==> config.mk <==
export PLATFORM = sky130hd
export DESIGN_NAME = prog_loader
export DESIGN_NICKNAME = d
export VERILOG_FILES = /design/src/rtl/prog_loader.sv
export SDC_FILE = /design/constraint.sdc
export NUM_CORES = 1
export LEC_CHECK = 0
export CORE_ASPECT_RATIO = 1.4
export CORE_MARGIN = 5
export CORE_UTILIZATION = 54
export DETAILED_ROUTE_END_ITERATION = 8
export PLACE_DENSITY = 0.8
export SLEW_MARGIN = 5
export SYNTH_ARGS = -nofsm -noshare
export SYNTH_HDL_FRONTEND = slang
export SYNTH_SLANG_ARGS = --single-unit
==> constraint.sdc <==
create_clock -name clk_i -period 2.65 [get_ports clk_i]
set_clock_uncertainty 0.15 [all_clocks]
set_input_delay 0.6625 -clock clk_i [delete_from_list [all_inputs] [get_ports clk_i]]
set_output_delay 0.6625 -clock clk_i [all_outputs]
set_load 0.05 [all_outputs]
==> src/rtl/prog_loader.sv <==
// Byte-stream program loader: parses SYNC/LEN/DATA/CSUM frames, writes the payload into
// instruction memory and keeps the CPU in reset until a frame has loaded with a good checksum.
module prog_loader #(
  parameter int unsigned      ADDR_W      = 5,
  parameter int unsigned      DATA_W      = 8,
  parameter logic [DATA_W-1:0] SYNC       = 8'hA5,
  parameter int unsigned      MAX_LEN     = 32,
  parameter bit               HOLD_AT_RST = 1'b1
) (
  input  logic              clk_i,
  input  logic              rst_i,
  input  logic              load_req_i,
  input  logic [DATA_W-1:0] in_data_i,
  input  logic              in_valid_i,
  output logic              in_ready_o,
  output logic              mem_wen_o,
  output logic [ADDR_W-1:0] mem_addr_o,
  output logic [DATA_W-1:0] mem_data_o,
  output logic              cpu_hold_o,
  output logic              busy_o,
  output logic              done_o,
  output logic              err_o,
  output logic [1:0]        err_code_o
);

  // One extra bit so a full-size LEN (== 2**ADDR_W) is representable.
  localparam int unsigned LEN_W = ADDR_W + 1;

  localparam logic [1:0] ErrNone = 2'b00;
  localparam logic [1:0] ErrLen  = 2'b01;
  localparam logic [1:0] ErrCsum = 2'b10;

  typedef enum logic [2:0] {
    StIdle,
    StLen,
    StData,
    StCsum,
    StDone,
    StErr
  } state_e;

  state_e            r_state, w_state_nxt;
  logic [LEN_W-1:0]  r_len, w_len_nxt;
  logic [ADDR_W-1:0] r_cnt, w_cnt_nxt;
  logic [DATA_W-1:0] r_sum, w_sum_nxt;
  logic              r_wen, w_wen_nxt;
  logic [ADDR_W-1:0] r_addr, w_addr_nxt;
  logic [DATA_W-1:0] r_data, w_data_nxt;
  logic              r_hold, w_hold_nxt;
  logic              r_busy, w_busy_nxt;
  logic              r_done, w_done_nxt;
  logic              r_err, w_err_nxt;
  logic [1:0]        r_code, w_code_nxt;

  logic              w_is_sync;
  logic              w_len_bad;
  logic              w_last_data;
  logic [DATA_W-1:0] w_sum_add;

  assign w_is_sync   = (in_data_i == SYNC);
  assign w_len_bad   = (in_data_i == '0) || (in_data_i > DATA_W'(MAX_LEN));
  assign w_last_data = ({1'b0, r_cnt} == (r_len - LEN_W'(1)));
  assign w_sum_add   = r_sum + in_data_i;

  always_comb begin
    w_state_nxt = r_state;
    w_len_nxt   = r_len;
    w_cnt_nxt   = r_cnt;
    w_sum_nxt   = r_sum;
    w_wen_nxt   = 1'b0;
    w_addr_nxt  = r_addr;
    w_data_nxt  = r_data;
    w_hold_nxt  = r_hold;
    w_done_nxt  = r_done;
    w_err_nxt   = r_err;
    w_code_nxt  = r_code;

    if (load_req_i) begin
      // Abort wins over any byte presented this cycle; in_ready_o is low so nothing transfers.
      w_state_nxt = StIdle;
      w_hold_nxt  = 1'b1;
      w_done_nxt  = 1'b0;
      w_err_nxt   = 1'b0;
      w_code_nxt  = ErrNone;
    end else if (in_valid_i) begin
      case (r_state)
        StIdle, StDone, StErr: begin
          if (w_is_sync) begin
            w_state_nxt = StLen;
            w_hold_nxt  = 1'b1;
            w_done_nxt  = 1'b0;
            w_err_nxt   = 1'b0;
            w_code_nxt  = ErrNone;
          end
        end
        StLen: begin
          if (w_len_bad) begin
            w_state_nxt = StErr;
            w_err_nxt   = 1'b1;
            w_code_nxt  = ErrLen;
          end else begin
            w_state_nxt = StData;
            w_len_nxt   = LEN_W'(in_data_i);
            w_cnt_nxt   = '0;
            w_sum_nxt   = '0;
          end
        end
        StData: begin
          w_wen_nxt  = 1'b1;
          w_addr_nxt = r_cnt;
          w_data_nxt = in_data_i;
          w_sum_nxt  = w_sum_add;
          w_cnt_nxt  = r_cnt + ADDR_W'(1);
          if (w_last_data) begin
            w_state_nxt = StCsum;
          end
        end
        StCsum: begin
          if (w_sum_add == '0) begin
            w_state_nxt = StDone;
            w_done_nxt  = 1'b1;
            w_hold_nxt  = 1'b0;
          end else begin
            w_state_nxt = StErr;
            w_err_nxt   = 1'b1;
            w_code_nxt  = ErrCsum;
          end
        end
        default: begin
          w_state_nxt = StIdle;
        end
      endcase
    end

    w_busy_nxt = (w_state_nxt == StLen) || (w_state_nxt == StData) || (w_state_nxt == StCsum);
  end

  always_ff @(posedge clk_i or negedge rst_i) begin
    if (!rst_i) begin
      r_state <= StIdle;
      r_len   <= '0;
      r_cnt   <= '0;
      r_sum   <= '0;
      r_wen   <= 1'b0;
      r_addr  <= '0;
      r_data  <= '0;
      r_hold  <= HOLD_AT_RST;
      r_busy  <= 1'b0;
      r_done  <= 1'b0;
      r_err   <= 1'b0;
      r_code  <= ErrNone;
    end else begin
      r_state <= w_state_nxt;
      r_len   <= w_len_nxt;
      r_cnt   <= w_cnt_nxt;
      r_sum   <= w_sum_nxt;
      r_wen   <= w_wen_nxt;
      r_addr  <= w_addr_nxt;
      r_data  <= w_data_nxt;
      r_hold  <= w_hold_nxt;
      r_busy  <= w_busy_nxt;
      r_done  <= w_done_nxt;
      r_err   <= w_err_nxt;
      r_code  <= w_code_nxt;
    end
  end

  assign in_ready_o = ~load_req_i;
  assign mem_wen_o  = r_wen;
  assign mem_addr_o = r_addr;
  assign mem_data_o = r_data;
  assign cpu_hold_o = r_hold;
  assign busy_o     = r_busy;
  assign done_o     = r_done;
  assign err_o      = r_err;
  assign err_code_o = r_code;

endmodule

## Yosys cells after proc, flatten, opt, wreduce, memory -nomap -nowiden

Index checks and enable logic that the tools add are counted.

| word-level totals | value |
|---|---|
| bits in registers | 42 |
| bits of input ports | 12 |
| output and inout port bits | 21 |
| word-level logic and storage cells | 84 |

| operators by class | value |
|---|---|
| add/sub/neg operators | 3 |
| $lt $le $gt $ge | 1 |
| eq/ne operators | 15 |
| multiplexer cells | 35 |
| bitwise operators | 2 |
| reductions and logical operators | 16 |

Operators by type and width:

| operator | count |
|---|---|
| 8-bit zero test | 2 |
| 1-bit 2-to-1 mux | 16 |
| 8-bit one-hot mux with 2 select lines | 1 |
| 3-bit 2-to-1 mux | 5 |
| 3-bit by 2-bit equality test with 1-bit output (second input constant) | 4 |
| 3-bit inequality test (second input constant) | 4 |
| 3-bit one-hot mux with 4 select lines | 1 |
| 4-bit AND reduction | 3 |
| 2-bit 2-to-1 mux | 5 |
| 5-bit one-hot mux with 2 select lines | 1 |
| 8-bit adder | 1 |
| 8-bit equality test (second input constant) | 1 |
| 8-bit by 6-bit > comparator with 1-bit output (second input constant) | 1 |
| 8-bit 2-to-1 mux | 1 |
| 3-bit by 1-bit equality test with 1-bit output (second input constant) | 2 |
| 3-bit equality test (second input constant) | 2 |
| 5-bit by 6-bit equality test with 1-bit output | 1 |
| 2-bit one-hot mux with 3 select lines | 1 |
| 6-bit by 1-bit subtractor with 6-bit output (second input constant) | 1 |
| 5-bit by 1-bit adder with 5-bit output (second input constant) | 1 |
| 5-bit 2-to-1 mux | 1 |
| 5-bit AND reduction | 1 |
| 1-bit one-hot mux with 2 select lines | 2 |
| 2-bit nonzero test | 2 |
| other kinds (9) | 12 |

## Longest topological paths before layout

Gate-level depths: netlist of the first run.

| depth | value |
|---|---|
| word-level depth | 9 |
| gate-level depth with buffers | 9 |
| depth with buffers taken out | 9 |

## Worst setup path before layout of the first run

Ideal clock, no wire load.

| path | value |
|---|---|
| path type | in2reg |
| from | input port in_data_i[0] |
| to | register r_done, in the netlist done_o |
| library setup time | 0.067 ns |
| data arrival time | 2.426 ns |
| required time | 2.433 ns |
| path slack | 0.007 ns |
| stages | 9 |
| path buffers | 0 |
| path through | ha_1 inv_1 fa_1 nand2b_1 a21oi_1 o21a_1 o21ai_0 a2111oi_4 a32o_2 |

| on the way | value |
|---|---|
| longest elaborated chain between the ends | 4 |
| elaborated cells between the ends (all ways) | 6 |
| classes of those cells | 1 x add/sub; 3 x eq/ne; 2 x reduce/logical |

RTL lines:

| element | line | RTL |
|---|---|---|
| start: declaration | 13 | `input logic [DATA_W-1:0] in_data_i,` |
| 8-bit adder | 63 | `assign w_sum_add = r_sum + in_data_i;` |
| 8-bit zero test | 119 | `if (w_sum_add == '0) begin` |
| 3-bit inequality test (no line) | - |  |
| 4-bit AND reduction (no line) (*) | - |  |
| end signal: assignment | 162 | `r_done <= w_done_nxt;` |
| end: declaration | 51 | `logic r_done, w_done_nxt;` |

Every way passes the cells marked *; elsewhere a longest branch is shown, timed or not.
A chain may end at the register's enable or synchronous reset.

## Worst setup path after layout of the first run

| path | value |
|---|---|
| from | input port in_data_i[7] |
| to | register r_len[3] |

| on the way | value |
|---|---|
| longest elaborated chain between the ends | 4 |
| elaborated cells between the ends (all ways) | 5 |
| classes of those cells | 1 x order compare; 1 x bitwise; 3 x reduce/logical |

RTL lines:

| element | line | RTL |
|---|---|---|
| 8-bit by 6-bit > comparator with 1-bit output or 8-bit zero test (tied branches) | 61 | `assign w_len_bad = (in_data_i == '0) \|\| (in_data_i > DATA_W'(MAX_LEN));` |
| 1-bit logical OR (*) | 61 |  |
| 1-bit NOT (no line) (*) | - |  |
| 4-bit AND reduction (no line) (*) | - |  |
| end signal: assignment | 154 | `r_len <= w_len_nxt;` |
| end: declaration | 43 | `logic [LEN_W-1:0] r_len, w_len_nxt;` |

Marked as above.

==> results of run 1 <==
[flip-flops by register name, summed over array words and instances (netlist names)]
name,flops
r_len,6
r_state,3
mem_wen_o,1
cpu_hold_o,1
mem_data_o,8
mem_addr_o,5
err_code_o,2
r_cnt,5
done_o,1
r_sum,8
err_o,1
busy_o,1
[worst max-delay path by stage]
stage                       startpoint  endpoint  slack (ns)  depth (start not counted)
final                     in_data_i[7]  r_len[3]        0.04                          6
after global routing      in_data_i[7]  r_len[3]       -0.04                          6
after CTS                 in_data_i[5]    done_o      -0.007                          9
after detailed placement  in_data_i[0]    done_o       -0.74                         10
after global placement    in_data_i[0]    done_o       -0.58                         10
after floorplan           in_data_i[0]    done_o       0.007                          9
[power groups by stage]
| stage | clock [mW] | sequential (mW) | combinational, mW |
|---|---|---|---|
| after global routing | 0.462 | 0.654 | 0.192 |
| after detailed placement | 0 | 0.665 | 0.161 |
| final | 0.425 | 0.653 | 0.179 |
| after floorplan | 0 | 0.673 | 0.0543 |
| after CTS | 0.423 | 0.652 | 0.170 |
| after global placement | 0 | 0.665 | 0.159 |
[worst max-delay path: cells and delay by family]
kind | cells | cell delay [ns]
buffers and inverters | 2 | 0.71
and+or+nand+nor | 2 | 0.61
AOI/OAI and AO/OA | 1 | 0.35
muxes | 1 | 0.31
[kinds of logic (layout without fill, tap and decap cells)]
kind of cell	count (synthesis)	count (layout)	synth area share
AO/OA/AOI/OAI	55	55	0.166
XOR/XNOR	15	15	0.0558
adder cells (fa/ha/maj)	10	10	0.0563
buffers and inverters	22	100	0.0356
flip-flops	42	42	0.447
multiplexers	6	6	0.0281
AND/OR/NAND/NOR	113	113	0.211
[cell type report]
type,instances,area [um2]
Sequential cell,42,1050
Clock buffer,5,68.8
Multi-Input combinational cell,199,1360
Tap cell,60,75.1
Clock inverter,3,21.3
Inverter,12,45.0
Timing Repair Buffer,80,677
Fill cell,282,938
[repair_timing]
item / in CTS / in global routing
pin swaps: 11 / 7
setup buffers: 3 / 4
setup endpoints to repair: 25 / 22
resized for setup: 21 / 12
gates cloned: 0 / 0
[cells in the final DEF, fill, tap and decap left out, types with 3 or more instances in the layout]
master           count
dlygate4sd2_1        3
buf_4               48
o21ai_1              4
nor3_1               5
o21ai_0             15
a21oi_1              6
mux2_1               4
nor2_1              17
clkbuf_8             5
xor2_1               7
nand4_1              4
nand3_1              5
xnor2_1              6
ha_4                 6
nor2b_1              3
o22ai_1              4
ha_1                 3
inv_1               10
clkdlybuf4s50_1     23
dfrtp_1             41
nand2_1             66
[stage by stage]
stage	hold WS [ns]	std cells
final	0.254	401
after global routing	0.303	401
after CTS	0.287	397
after detailed placement	0.311	386
after global placement	0.300	386
after floorplan	0.217	263
[layer usage]
layer / up-vias / part of all wire / track usage
li1: 1067 / - / -
met1: 1080 / 0.40 / 0.263
met3: 17 / 0.060 / 0.0436
met5: - / 0 / 0
met2: 99 / 0.51 / 0.391
met4: 0 / 0.027 / 0.109
==> flow_summary.json, run 1 <==
{
  "post-route-period-util": 0.986,
  "syn_nets": 285,
  "reg2reg_from": "r_sum[0]",
  "htree_levels": 2,
  "core_area_um2": 4240,
  "yosys.area.top_type": "dfrtp_1",
  "synth_cells": 263,
  "start_util": 0.556,
  "power.share.clock": 0.338,
  "clk_path_buf_depth": 2,
  "maxCapViolations": 0,
  "seq_area_frac_synth": 0.447,
  "fmax_ghz": 0.383,
  "clock-sinks": 42,
  "synth_top_area_frac": 0.435,
  "grt_first_pass_wirelength_um": 10000,
  "slew_headroom": 0.662,
  "dpl-instance-area_um2": 3030,
  "grt_max_degree": 43,
  "ios": 33,
  "cts_hold_buf": 0,
  "ys_types": 51,
  "firstDrtPassIters": 4,
  "cts_tree": "yes",
  "die_h_um": 88.2,
  "yosysMostFrequentCell": "nand2_1",
  "grtUsageTotal": 0.225,
  "p_total_mw": 1.26,
  "finalSetupTns_ns": 0,
  "drc_errors": 0,
  "dp_hpwl_um": 4200,
  "yosys_warnings": 0,
  "ys_ff_latch": 42,
  "clk_pin_slew_ns": 0.09,
  "hold_viol": 0,
  "synth-edff-count": 0,
  "dieArea_um2": 5800,
  "wl_per_cell_um": 15.9,
  "cts-buffers-inserted": 5,
  "swShare": 0.272,
  "p_int_uw": 916,
  "final_util": 0.779,
  "r2r_slack_ns": 0.11,
  "globalplace.congestion": 0.920,
  "period_needed_ns": 2.61,
  "worstMarginPinSlew_ns": 0.506,
  "finalSetupViolCount": 0,
  "drive_gt1_frac": 0.252,
  "via_count": 2263,
  "antenna_found_initial": 0,
  "power_frac_seq": 0.519,
  "crit_required_ns": 2.69,
  "power_density_nw_per_um2": 381,
  "drt_iter0_drc": 153,
  "cpPeakStageDelay_ns": 0.52,
  "hp-class": "input port to async pin",
  "r2r_cells": 10,
  "combPwrFrac": 0.143,
  "status": "completed",
  "critical_path_class": "input port to flop",
  "finalInstanceArea_um2": 3300,
  "cp_slowest_cell": "clkdlybuf4s50_1",
  "syn_area_per_cell_um2": 8.96,
  "insertion_delay_ns": 0.31,
  "grt_pass1_vias": 2210,
  "rows": 28,
  "ant_nets": 0,
  "finalMaxSlewViolations": 0,
  "leakage_nw": 1.56,
  "synth_commonest_cells": "nand2_1, dfrtp_1, nor2_1",
  "synthFlopType": "dfrtp_1",
  "port_buffers": 32,
  "avgViaCountPerCell": 5.64,
  "diodes": 0,
  "areaGrowthSynthToFinish_pct": 40.1,
  "cts-root-buf": "clkbuf_8",
  "die_width_um": 65.8,
  "synthArstFlopShare": 1.00,
  "critPathCaptureType": "flop",
  "r2r_end": "done_o",
  "path_max_fanout": 5,
  "pre_cts_ws_ns": -0.740,
  "worstPathCellList": "clkdlybuf4s50_1, nor4b_1, nand3_1, a211oi_4, buf_4, mux2_1",
  "crit_arrival_ns": 2.65,
  "fin_ws_ns": 0.0378,
  "wl_um": 6380,
  "synth_area_um2": 2360,
  "rsz0062_at_grt": "yes",
  "nNetsFinal": 362,
  "switchingPower_uw": 342,
  "gr-total-overflow": 0,
  "cp-start-kind": "input port",
  "synth_area_leaders": "dfrtp_1, nand2_1, ha_1",
  "vdd_drop_max_mv": 0.352
}
Note: power is estimated with default switching activity, not from simulation.
==> inputs of run 2 (changes only) <==
CAP_MARGIN = 20   (was unset)
==> results of run 2 <==
No change in the layout: final DEF, timing and power equal those of run 1.
